## src/rtl/ahb_burst_length_tracker_pkg.sv

```systemverilog
// Shared types and burst-length helpers for the AHB burst length tracker.
package ahb_len_pkg;

  typedef enum logic [1:0] {
    TRANS_IDLE   = 2'b00,
    TRANS_BUSY   = 2'b01,
    TRANS_NONSEQ = 2'b10,
    TRANS_SEQ    = 2'b11
  } htrans_t;

  typedef enum logic [2:0] {
    BURST_SINGLE = 3'b000,
    BURST_INCR   = 3'b001,
    BURST_WRAP4  = 3'b010,
    BURST_INCR4  = 3'b011,
    BURST_WRAP8  = 3'b100,
    BURST_INCR8  = 3'b101,
    BURST_WRAP16 = 3'b110,
    BURST_INCR16 = 3'b111
  } hburst_t;

  typedef enum logic [0:0] {
    ST_IDLE   = 1'b0,
    ST_ACTIVE = 1'b1
  } state_t;

  localparam logic [4:0] LEN_SINGLE = 5'd1;
  localparam logic [4:0] LEN_4      = 5'd4;
  localparam logic [4:0] LEN_8      = 5'd8;
  localparam logic [4:0] LEN_16     = 5'd16;

  // Beat count of a fixed-length burst; undefined-length INCR reports 0.
  function automatic logic [4:0] burst_len(input hburst_t b);
    case (b)
      BURST_SINGLE:              burst_len = LEN_SINGLE;
      BURST_WRAP4,  BURST_INCR4: burst_len = LEN_4;
      BURST_WRAP8,  BURST_INCR8: burst_len = LEN_8;
      BURST_WRAP16, BURST_INCR16: burst_len = LEN_16;
      default:                   burst_len = 5'd0;
    endcase
  endfunction

  function automatic logic is_wrap(input hburst_t b);
    is_wrap = (b == BURST_WRAP4) || (b == BURST_WRAP8) || (b == BURST_WRAP16);
  endfunction

  // Byte span of a whole fixed-length burst (0 for INCR).
  function automatic logic [11:0] burst_span(input hburst_t b, input logic [7:0] bytes);
    burst_span = 12'(burst_len(b)) * 12'(bytes);
  endfunction

endpackage

```

## src/rtl/ahb_burst_length_tracker_if.sv

```systemverilog
// Bus-side signal bundle: AHB address-phase inputs plus tracker status outputs.
interface ahb_burst_length_tracker_if #(
  parameter int ADDR_WIDTH = 32
);
  logic [1:0]            HTRANS;
  logic [2:0]            HSIZE;
  logic [2:0]            HBURST;
  logic [ADDR_WIDTH-1:0] HADDR;
  logic                  HREADY;

  logic [7:0]            BEAT_BYTES;
  logic [ADDR_WIDTH-1:0] NEXT_ADDR;
  logic [4:0]            BEAT_CNT;
  logic [4:0]            BEATS_LEFT;
  logic [11:0]           TOTAL_BYTES;
  logic                  BURST_ACTIVE;
  logic                  BURST_LAST;
  logic                  SIZE_ERR;
  logic                  SEQ_ERR;

  modport slave (
    input  HTRANS, HSIZE, HBURST, HADDR, HREADY,
    output BEAT_BYTES, NEXT_ADDR, BEAT_CNT, BEATS_LEFT, TOTAL_BYTES,
           BURST_ACTIVE, BURST_LAST, SIZE_ERR, SEQ_ERR
  );

  modport master (
    output HTRANS, HSIZE, HBURST, HADDR, HREADY,
    input  BEAT_BYTES, NEXT_ADDR, BEAT_CNT, BEATS_LEFT, TOTAL_BYTES,
           BURST_ACTIVE, BURST_LAST, SIZE_ERR, SEQ_ERR
  );
endinterface

```

## src/rtl/ahb_burst_length_tracker_size_decoder.sv

```systemverilog
// Maps HSIZE to bytes per beat, clamped to the bus width, with an oversize flag.
module ahb_size_decoder #(
  parameter int DATA_WIDTH = 32
) (
  input  logic [2:0] hsize,
  output logic [7:0] beat_bytes,
  output logic       size_err
);
  localparam logic [7:0] MAX_BYTES = 8'(DATA_WIDTH / 8);

  logic [7:0] raw_bytes;

  // 2^HSIZE always fits in 8 bits (max 128); clamp when wider than the bus.
  always_comb begin
    raw_bytes  = 8'd1 << hsize;
    size_err   = (raw_bytes > MAX_BYTES);
    beat_bytes = size_err ? MAX_BYTES : raw_bytes;
  end
endmodule

```

## src/rtl/ahb_burst_length_tracker.sv

```systemverilog
// Tracks beat count, remaining beats and next-beat address of AHB bursts.
module ahb_burst_length_tracker
  import ahb_len_pkg::*;
#(
  parameter int DATA_WIDTH = 32,
  parameter int ADDR_WIDTH = 32
) (
  input  logic                        HCLK,
  input  logic                        HRESETn,
  ahb_burst_length_tracker_if.slave   bus
);

  state_t                state_q,       state_d;
  hburst_t               burst_q,       burst_d;
  logic [7:0]            beat_bytes_q,  beat_bytes_d;
  logic [ADDR_WIDTH-1:0] next_addr_q,   next_addr_d;
  logic [4:0]            beat_cnt_q,    beat_cnt_d;
  logic [4:0]            beats_left_q,  beats_left_d;
  logic [11:0]           total_bytes_q, total_bytes_d;
  logic                  burst_last_q,  burst_last_d;
  logic                  size_err_q,    size_err_d;
  logic                  seq_err_q,     seq_err_d;

  logic [7:0]            dec_bytes;
  logic                  dec_err;
  hburst_t               hburst_in;

  assign hburst_in = hburst_t'(bus.HBURST);

  ahb_size_decoder #(.DATA_WIDTH(DATA_WIDTH)) u_size_dec (
    .hsize      (bus.HSIZE),
    .beat_bytes (dec_bytes),
    .size_err   (dec_err)
  );

  // Address of the beat after addr: linear for INCR/SINGLE, wrapped at the burst span for WRAP.
  function automatic logic [ADDR_WIDTH-1:0] calc_next(
    input logic [ADDR_WIDTH-1:0] addr,
    input logic [7:0]            bytes,
    input hburst_t               b
  );
    logic [ADDR_WIDTH-1:0] inc;
    logic [ADDR_WIDTH-1:0] mask;
    inc  = addr + ADDR_WIDTH'(bytes);
    mask = ADDR_WIDTH'(burst_span(b, bytes)) - ADDR_WIDTH'(1);
    if (is_wrap(b)) calc_next = (addr & ~mask) | (inc & mask);
    else            calc_next = inc;
  endfunction

  // Next-state logic: only accepted transfers (HREADY high) change context; error flags are one-shot.
  always_comb begin
    state_d       = state_q;
    burst_d       = burst_q;
    beat_bytes_d  = beat_bytes_q;
    next_addr_d   = next_addr_q;
    beat_cnt_d    = beat_cnt_q;
    beats_left_d  = beats_left_q;
    total_bytes_d = total_bytes_q;
    size_err_d    = 1'b0;
    seq_err_d     = 1'b0;

    if (bus.HREADY) begin
      case (htrans_t'(bus.HTRANS))
        TRANS_NONSEQ: begin
          state_d       = ST_ACTIVE;
          burst_d       = hburst_in;
          beat_bytes_d  = dec_bytes;
          size_err_d    = dec_err;
          beat_cnt_d    = 5'd1;
          beats_left_d  = (hburst_in == BURST_INCR) ? 5'd0 : burst_len(hburst_in) - 5'd1;
          total_bytes_d = burst_span(hburst_in, dec_bytes);
          next_addr_d   = calc_next(bus.HADDR, dec_bytes, hburst_in);
        end
        TRANS_SEQ: begin
          // In ACTIVE with burst_last clear, either INCR or beats remain.
          if (state_q == ST_IDLE || burst_last_q) begin
            seq_err_d = 1'b1;
          end else begin
            if (burst_q == BURST_INCR) begin
              if (beat_cnt_q != 5'd31) beat_cnt_d = beat_cnt_q + 5'd1;
            end else begin
              beat_cnt_d   = beat_cnt_q + 5'd1;
              beats_left_d = beats_left_q - 5'd1;
            end
            next_addr_d = calc_next(bus.HADDR, beat_bytes_q, burst_q);
          end
        end
        TRANS_IDLE: begin
          state_d = ST_IDLE;
        end
        default: begin
          // BUSY holds everything.
        end
      endcase
    end

    burst_last_d = (state_d == ST_ACTIVE) && (burst_d != BURST_INCR) && (beats_left_d == 5'd0);
  end

  // Burst context registers; async reset clears every output.
  always_ff @(posedge HCLK or negedge HRESETn) begin
    if (!HRESETn) begin
      state_q       <= ST_IDLE;
      burst_q       <= BURST_SINGLE;
      beat_bytes_q  <= '0;
      next_addr_q   <= '0;
      beat_cnt_q    <= '0;
      beats_left_q  <= '0;
      total_bytes_q <= '0;
      burst_last_q  <= 1'b0;
      size_err_q    <= 1'b0;
      seq_err_q     <= 1'b0;
    end else begin
      state_q       <= state_d;
      burst_q       <= burst_d;
      beat_bytes_q  <= beat_bytes_d;
      next_addr_q   <= next_addr_d;
      beat_cnt_q    <= beat_cnt_d;
      beats_left_q  <= beats_left_d;
      total_bytes_q <= total_bytes_d;
      burst_last_q  <= burst_last_d;
      size_err_q    <= size_err_d;
      seq_err_q     <= seq_err_d;
    end
  end

  assign bus.BEAT_BYTES   = beat_bytes_q;
  assign bus.NEXT_ADDR    = next_addr_q;
  assign bus.BEAT_CNT     = beat_cnt_q;
  assign bus.BEATS_LEFT   = beats_left_q;
  assign bus.TOTAL_BYTES  = total_bytes_q;
  assign bus.BURST_ACTIVE = (state_q == ST_ACTIVE);
  assign bus.BURST_LAST   = burst_last_q;
  assign bus.SIZE_ERR     = size_err_q;
  assign bus.SEQ_ERR      = seq_err_q;

endmodule

```

## src/flat_wrapper.sv

```systemverilog
// flat-port wrapper written by rule: the top's interface ports become plain ports
module ahb_burst_length_tracker_flat import ahb_len_pkg::*;
#(
  parameter int DATA_WIDTH = 32,
  parameter int ADDR_WIDTH = 32
)
  (HCLK, HRESETn, bus_HTRANS, bus_HSIZE, bus_HBURST, bus_HADDR, bus_HREADY, bus_BEAT_BYTES, bus_NEXT_ADDR, bus_BEAT_CNT, bus_BEATS_LEFT, bus_TOTAL_BYTES, bus_BURST_ACTIVE, bus_BURST_LAST, bus_SIZE_ERR, bus_SEQ_ERR);
  ahb_burst_length_tracker_if #(.ADDR_WIDTH(ADDR_WIDTH)) bus_i ();
  input  logic HCLK;
  input  logic HRESETn;
  input wire logic [$bits(bus_i.HTRANS)-1:0] bus_HTRANS;
  input wire logic [$bits(bus_i.HSIZE)-1:0] bus_HSIZE;
  input wire logic [$bits(bus_i.HBURST)-1:0] bus_HBURST;
  input wire logic [$bits(bus_i.HADDR)-1:0] bus_HADDR;
  input wire logic [$bits(bus_i.HREADY)-1:0] bus_HREADY;
  output wire logic [$bits(bus_i.BEAT_BYTES)-1:0] bus_BEAT_BYTES;
  output wire logic [$bits(bus_i.NEXT_ADDR)-1:0] bus_NEXT_ADDR;
  output wire logic [$bits(bus_i.BEAT_CNT)-1:0] bus_BEAT_CNT;
  output wire logic [$bits(bus_i.BEATS_LEFT)-1:0] bus_BEATS_LEFT;
  output wire logic [$bits(bus_i.TOTAL_BYTES)-1:0] bus_TOTAL_BYTES;
  output wire logic [$bits(bus_i.BURST_ACTIVE)-1:0] bus_BURST_ACTIVE;
  output wire logic [$bits(bus_i.BURST_LAST)-1:0] bus_BURST_LAST;
  output wire logic [$bits(bus_i.SIZE_ERR)-1:0] bus_SIZE_ERR;
  output wire logic [$bits(bus_i.SEQ_ERR)-1:0] bus_SEQ_ERR;
  assign bus_i.HTRANS = bus_HTRANS;
  assign bus_i.HSIZE = bus_HSIZE;
  assign bus_i.HBURST = bus_HBURST;
  assign bus_i.HADDR = bus_HADDR;
  assign bus_i.HREADY = bus_HREADY;
  assign bus_BEAT_BYTES = bus_i.BEAT_BYTES;
  assign bus_NEXT_ADDR = bus_i.NEXT_ADDR;
  assign bus_BEAT_CNT = bus_i.BEAT_CNT;
  assign bus_BEATS_LEFT = bus_i.BEATS_LEFT;
  assign bus_TOTAL_BYTES = bus_i.TOTAL_BYTES;
  assign bus_BURST_ACTIVE = bus_i.BURST_ACTIVE;
  assign bus_BURST_LAST = bus_i.BURST_LAST;
  assign bus_SIZE_ERR = bus_i.SIZE_ERR;
  assign bus_SEQ_ERR = bus_i.SEQ_ERR;
  ahb_burst_length_tracker #(.DATA_WIDTH(DATA_WIDTH), .ADDR_WIDTH(ADDR_WIDTH)) u_core (.HCLK(HCLK), .HRESETn(HRESETn), .bus(bus_i));
endmodule
```

## config.mk

```make
export PLATFORM = sky130hd
export DESIGN_NAME = ahb_burst_length_tracker_flat
export DESIGN_NICKNAME = d
export VERILOG_FILES = /design/src/rtl/ahb_burst_length_tracker_pkg.sv /design/src/rtl/ahb_burst_length_tracker_if.sv /design/src/rtl/ahb_burst_length_tracker_size_decoder.sv /design/src/rtl/ahb_burst_length_tracker.sv /design/src/flat_wrapper.sv
export SDC_FILE = /design/constraint.sdc
export NUM_CORES = 1
export LEC_CHECK = 0
export CAP_MARGIN = 0
export CORE_UTILIZATION = 61
export DETAILED_ROUTE_END_ITERATION = 7
export DONT_BUFFER_PORTS = 1
export GPL_TIMING_DRIVEN = 0
export PLACE_DENSITY = 0.79
export SLEW_MARGIN = 20
export SYNTH_ARGS = -nofsm -noshare
export SYNTH_HDL_FRONTEND = slang
export SYNTH_HIERARCHICAL = 1
export SYNTH_SLANG_ARGS = --single-unit
```

## constraint.sdc

```tcl
create_clock -name HCLK -period 5.8 [get_ports HCLK]
set_input_delay 1.16 -clock HCLK [delete_from_list [all_inputs] [get_ports HCLK]]
set_output_delay 1.16 -clock HCLK [all_outputs]
set_load 0.005 [all_outputs]
```

==> results of run 1 <==
==> through the flow <==
step                      TNS [ns]  worst slack, ns  utilization  hold slack (ns)
after floorplan                  0            0.298            -            0.470
after global placement       -5.34           -0.405        0.650            0.488
after detailed placement     -7.24           -0.507        0.650            0.493
after CTS                        0           0.0584        0.678            0.503
after global routing       -0.0295          -0.0295        0.682            0.503
final                            0            0.249        0.682            0.498
==> path summary, 6_finish.rpt <==
check / depth (start not counted) / endpoint / start
setup / recovery: 15 / u_core/bus.NEXT_ADDR[27] / bus_HSIZE[2]
hold / removal: 2 / u_core/bus.NEXT_ADDR[9] / u_core/bus.NEXT_ADDR[9]
setup reg to reg: 17 / u_core/bus.NEXT_ADDR[16] / u_core/burst_q[2]
hold reg to reg: 2 / u_core/bus.NEXT_ADDR[9] / u_core/bus.NEXT_ADDR[9]
max in group asynchronous: 0 / u_core/burst_q[1] / HRESETn
min in group asynchronous: 0 / u_core/bus.SIZE_ERR / HRESETn
==> logic make-up after synthesis <==
family | after synthesis
other | 1
multiplexers | 4
buffers and inverters | 86
adder cells (fa/ha/maj) | 90
AO/OA/AOI/OAI | 202
XOR/XNOR | 40
AND/OR/NAND/NOR | 351
flip-flops | 69
==> sequential cells by signal (all words and copies together) (netlist names) <==
name,cells
u_core/bus.BURST_LAST,1
u_core/bus.BEAT_CNT,5
u_core/bus.NEXT_ADDR,32
u_core/bus.TOTAL_BYTES,12
u_core/bus.BEATS_LEFT,5
u_core/bus.SIZE_ERR,1
u_core/bus.BURST_ACTIVE,1
u_core/bus.BEAT_BYTES,8
u_core/bus.SEQ_ERR,1
u_core/burst_q,3
==> routing by layer <==
layer | GRT usage | share of wire
met1 | 0.412 | 0.40
met2 | 0.580 | 0.49
met3 | 0.0651 | 0.084
met4 | 0.139 | 0.031
met5 | 0 | 0
==> report_power, final <==
| group | leakage, µW | total, µW | internal (µW) | switching [µW] |
|---|---|---|---|---|
| registers | 0.000838 | 670 | 568 | 102 |
| logic | 0.00248 | 726 | 295 | 431 |
| clock network | 0.000138 | 557 | 331 | 227 |
==> area by class of cell <==
| class | instances | area, µm² | area share |
|---|---|---|---|
| clock buffer | 9 | 225 | 0.0302 |
| multi-input combinational | 692 | 4900 | 0.657 |
| buffer | 29 | 153 | 0.0205 |
| inverter | 55 | 206 | 0.0277 |
| timing repair buffer | 1 | 7.51 | 0.00101 |
| sequential | 69 | 1730 | 0.232 |
| tap | 140 | 175 | 0.0235 |
| clock inverter | 6 | 63.8 | 0.00856 |
==> placed cells by master, fill, tap and decap left out, types with 4 or more instances in the layout <==
cell type  Yosys  layout
or4b_1         4       4
nor2_1        63      63
dfrtp_1       69      69
ha_1          68      68
a211o_1        5       5
o31ai_1        9       9
a21oi_1       39      39
o2111ai_1      4       4
a21o_1         5       5
buf_4          6       7
a31oi_1       32      32
and3_1        19      19
and2_1        31      31
nand3_1       20      20
o21a_1        12      12
nand2b_1       5       5
nor3_1        18      17
fa_1          22      22
or3_1         16      16
nand2_1      121     121
conb_1         1       5
nor2b_1       11       8
o22a_1         4       4
xnor2_1       25      25
o21ai_0       51      51
inv_1         55      55
clkbuf_1      21      16
or4_1          6       6
xor2_1        14      13
clkbuf_16      0       9
==> critical path: stages <==
cell and delay (ns):
nor3b_4 0.38, and3_1 0.26, fa_1 0.40, ha_1 0.34
fa_1 0.49, ha_1 0.36, xor2_1 0.25, nor2_1 0.19
o221ai_2 0.20, nor4_1 0.38, nand4b_1 0.30, a311o_1 0.43
buf_2 0.19, or3_1 0.31, a31oi_1 0.17
==> timing repair <==
| action | in CTS | in global routing |
|---|---|---|
| pin swaps | 0 | 1 |
| setup buffers | 0 | 1 |
| hold buffers | 0 | 0 |
| setup endpoints to repair | 15 | 18 |
| resized for setup | 3 | 13 |
| endpoints found under the hold margin | 0 | 0 |
| gates cloned | 0 | 0 |
==> reports/qor.yml, run 1 <==
fin_skew_ns: 0.00684
dr.first_iter.drc_count: 591
cts-buffers-inserted: 9
synth-adder-area-share: 0.187
via_per_inst: 6.49
synth_top_area_share: 0.249
place_area_um2: 7110
period_share: 0.957
synth_compound_area_frac: 0.195
post-route-min-period_ns: 5.55
cts_tree: "built"
start_util: 0.633
total_power_uw: 1950
diodes: 0
synth.area.top_cells: "dfrtp_1 (25%), ha_1 (12%), nand2_1 (6.6%)"
fillCellCount: 895
first_global_vias: 6319
die-area_um2: 11800
die_w_um: 109
postSynth.asyncResetShare: 1.00
h-tree-depth: 3
avgSynthCellArea_um2: 8.21
vdd_drop_max_mv: 0.140
drive_gt1_frac: 0.0743
grt_pass1_wl_mm: 31.0
max_freq_mhz: 180
worstPathRequired_ns: 6.06
cts.path.max_buffers: 2
area_delta_synth_final_pct: 7.68
synth_xor_area_frac: 0.0517
instances_no_fill: 1001
end_kind: "flop"
num_rows: 38
antenna_found_initial: 0
gp_congestion: 0.925
grt_max_degree: 70
cts.sinks: 69
ys_seq_elements: 69
slew_violations: 0
cp.arrival_ns: 5.81
synth_commonest_cells: "nand2_1 (121), dfrtp_1 (69), ha_1 (68), nor2_1 (63), inv_1 (55)"
io_pins: 109
nets: 990
start_kind: "input port"
synth.most_common_cell: "nand2_1"
finalInstanceArea_um2: 7450
dr.pass1.iters: 5
path_class: "input port to flop"
vias: 6496
status: "complete, no violations"
clk_latency_ns: 0.34
clkTransAtPathRegs_ns: 0.06
netlist_instances: 843
p_per_area_nw_per_um2: 262
slew_headroom: 0.253
hold_viol: 0
synth_edf_count: 0
min_path_type: "flop to flop"
ant_nets: 0
regToRegSetupSlack_ns: 0.41
max_cap_violations: 0
report.final.setup_viol: 0
drc: 0
p_leak_uw: 0.00346
synthMuxAreaShare: 0.00597
ys_seq_area_frac: 0.249
wl_mm: 19.4
synthSimpleGateAreaFrac: 0.258
dp.cells: 987
core_um2: 10900
synth_area_leader_cell: "dfrtp_1"
synth_top_family_by_area: "simple AND/OR/NAND/NOR gates"
routedWlPerCell_um: 19.4
die_y_um: 109
synth_area_um2: 6920
place_hpwl_mm: 14.8
synth_cell_types: 81
ys_warn_count: 6
grt-ovfl-total: 0
synth-main-ff-cell: "dfrtp_1"
root_buffer: "clkbuf_16"
worstPathMaxFanout: 10
worst_pin_slew_ns: 1.11
grt_use_total: 0.338
io_buffers: 0
No activity file was read; power rests on OpenSTA's default activity.
==> inputs of run 2 (changes only) <==
--- a/config.mk
+++ b/config.mk
@@ -6,11 +6,12 @@
 export NUM_CORES = 1
 export LEC_CHECK = 0
 export CAP_MARGIN = 0
-export CORE_UTILIZATION = 61
+export CORE_ASPECT_RATIO = 0.75
+export CORE_UTILIZATION = 60
 export DETAILED_ROUTE_END_ITERATION = 7
 export DONT_BUFFER_PORTS = 1
 export GPL_TIMING_DRIVEN = 0
-export PLACE_DENSITY = 0.79
+export PLACE_DENSITY = 0.85
 export SLEW_MARGIN = 20
 export SYNTH_ARGS = -nofsm -noshare
 export SYNTH_HDL_FRONTEND = slang
==> reports/qor.yml, run 2 (synthesized netlist as in run 1, its figures left out) <==
status: "complete, no violations"
grt_setup_unrepaired: "false"
routedWlPerCell_um: 19.1  # -1.6%
start_util: 0.626  # -0.00744
worstPathMaxFanout: 10  # unchanged
max_freq_mhz: 179  # -0.50%
end_kind: "flop"
max_cap_violations: 0  # unchanged
cts-buffers-inserted: 9  # unchanged
grt-ovfl-total: 0  # unchanged
finalInstanceArea_um2: 7490  # +0.45%
hold_viol: 0  # unchanged
wl_mm: 19.1  # -1.6%
die_y_um: 95.0  # -12%
num_rows: 33  # -13%
die-area_um2: 12000  # +1.7%
die_w_um: 126  # +16%
critPathSlowestCell: "fa_1"
clk_latency_ns: 0.35  # about the same
root_buffer: "clkbuf_16"
io_pins: 109  # unchanged
vias: 6463  # -0.51%
min_path_type: "flop to flop"
drive_gt1_frac: 0.0743  # unchanged
io_buffers: 0  # unchanged
instances_no_fill: 1001  # unchanged
clkTransAtPathRegs_ns: 0.06  # about the same
place_hpwl_mm: 14.4  # -2.8%
report.final.setup_viol: 0  # unchanged
worstPathRequired_ns: 6.02  # -0.04 ns
grt_max_degree: 70  # unchanged
p_per_area_nw_per_um2: 271  # +3.3%
start_kind: "input port"
regToRegSetupSlack_ns: 0.38  # -0.03 ns
cp.arrival_ns: 5.80  # about the same
routed.top_layer: "met5"
vdd_drop_max_mv: 0.158  # +12%
core_um2: 11100  # +1.2%
gp_congestion: 0.939  # +1.5%
dp.cells: 987  # unchanged
layout_common_cells: "nand2_1 (121), dfrtp_1 (69), ha_1 (68)"
cts-hold-fix-buffers: 0  # unchanged
drc: 0  # unchanged
largest_reg_flops: 32  # unchanged
grt_use_total: 0.324  # -0.0133
cts.sinks: 69  # unchanged
routed-wl-met2_mm: 8.42  # -11%
period_share: 0.962  # +0.00484
via_per_inst: 6.46  # -0.51%
met3WireLength_mm: 2.13  # +31%
slew_headroom: 0.297  # +0.0442
cts.path.max_buffers: 2  # unchanged
diodes: 0  # unchanged
grt_pass1_wl_mm: 30.3  # -2.1%
slowest_delay_ns: 0.54  # +0.05 ns
post-route-min-period_ns: 5.58  # +0.0281 ns
dr.first_iter.drc_count: 716  # +21%
slew_violations: 0  # unchanged
h-tree-depth: 3  # unchanged
p_leak_uw: 0.00347  # +0.50%
area_delta_synth_final_pct: 8.17
ant_nets: 0  # unchanged
mostFrequentLayoutCell: "nand2_1"
place_area_um2: 7110  # unchanged
nets: 989  # -0.10%
crit_chain: "or2_1, and3_1, fa_1, ha_1, inv_1, fa_1, inv_1, ha_1, nand2_1, o31ai_1, xor2_2, nor4_1, a31oi_1, o22a_1, buf_2, mux2i_1, a211o_1"
m1WireLength_mm: 8.12  # +5.1%
path_class: "input port to flop"
dr.pass1.iters: 5  # unchanged
first_global_vias: 5949  # -5.9%
antenna_found_initial: 0  # unchanged
fin_skew_ns: 0.0121  # +0.00522 ns
worst_pin_slew_ns: 1.05  # -0.0658 ns
cts_tree: "built"
[run 2: cell count changes in the layout (fill, tap and decap cells not counted)]
cell / delta
inv_6: +2
buf_4: -1
clkinv_2: -2
inv_8: +1
bufinv_16: +1
clkinvlp_4: -1
[run 2: final timing paths]
| kind | start | end | cells after the start |
|---|---|---|---|
| hold reg to reg | u_core/bus.NEXT_ADDR[2] | u_core/bus.NEXT_ADDR[2] | 2 |
| setup / recovery | bus_HSIZE[2] | u_core/bus.NEXT_ADDR[16] | 17 |
| setup reg to reg | u_core/burst_q[1] | u_core/bus.NEXT_ADDR[27] | 17 |
| max in group asynchronous | HRESETn | u_core/bus.TOTAL_BYTES[4] | 0 |
| hold / removal | u_core/bus.NEXT_ADDR[2] | u_core/bus.NEXT_ADDR[2] | 2 |
| min in group asynchronous | HRESETn | u_core/bus.NEXT_ADDR[5] | 0 |
[run 2: layout make-up]
cell class / count / area (µm²)
fillers: 914 / 3580
plain buffers: 29 / 153
multi-input cells: 692 / 4900
clock inverters: 7 / 105
flip-flops and latches: 69 / 1730
clock buffers: 9 / 225
well taps: 140 / 175
inverters: 55 / 206
[run 2: metal layers]
metal	vias up	global-route usage
li1	3036	-
met1	3009	0.436
met2	375	0.502
met3	41	0.0887
met4	2	0.114
met5	-	0.0252
[run 2: worst max-delay path: cells and delay by family]
family | cells | cell delay, ns
xor gates and xnor gates | 1 | 0.46
AOI/OAI and AO/OA | 4 | 1.21
adders and majority gates | 4 | 1.66
muxes | 1 | 0.10
buffers and inverters | 3 | 0.40
and+or+nand+nor | 4 | 0.80
[run 2: per-stage QoR]
stage	util	hold slack [ns]	power (µW)	setup TNS, ns	setup WS [ns]
floorplan	-	0.470	1200	0	0.298
global placement	0.643	0.485	1340	-5.38	-0.449
detailed placement	0.643	0.493	1360	-6.79	-0.503
CTS	0.673	0.498	1990	0	0.00970
global route	0.677	0.507	2140	0	0.0140
finish	0.677	0.498	2030	0	0.221
[run 2: what timing repair did]
action / CTS / global route
gates cloned: 0 / 0
buffers inserted: 0 / 0
endpoints found under the hold margin: 0 / 0
gates resized for setup: 2 / 14
pin swaps: 0 / 1
setup endpoints to repair: 13 / 21
[run 2: power by group]
part	total [µW]	switching [µW]	internal (µW)
Combinational	734	439	295
Sequential	670	102	568
Clock	623	239	384
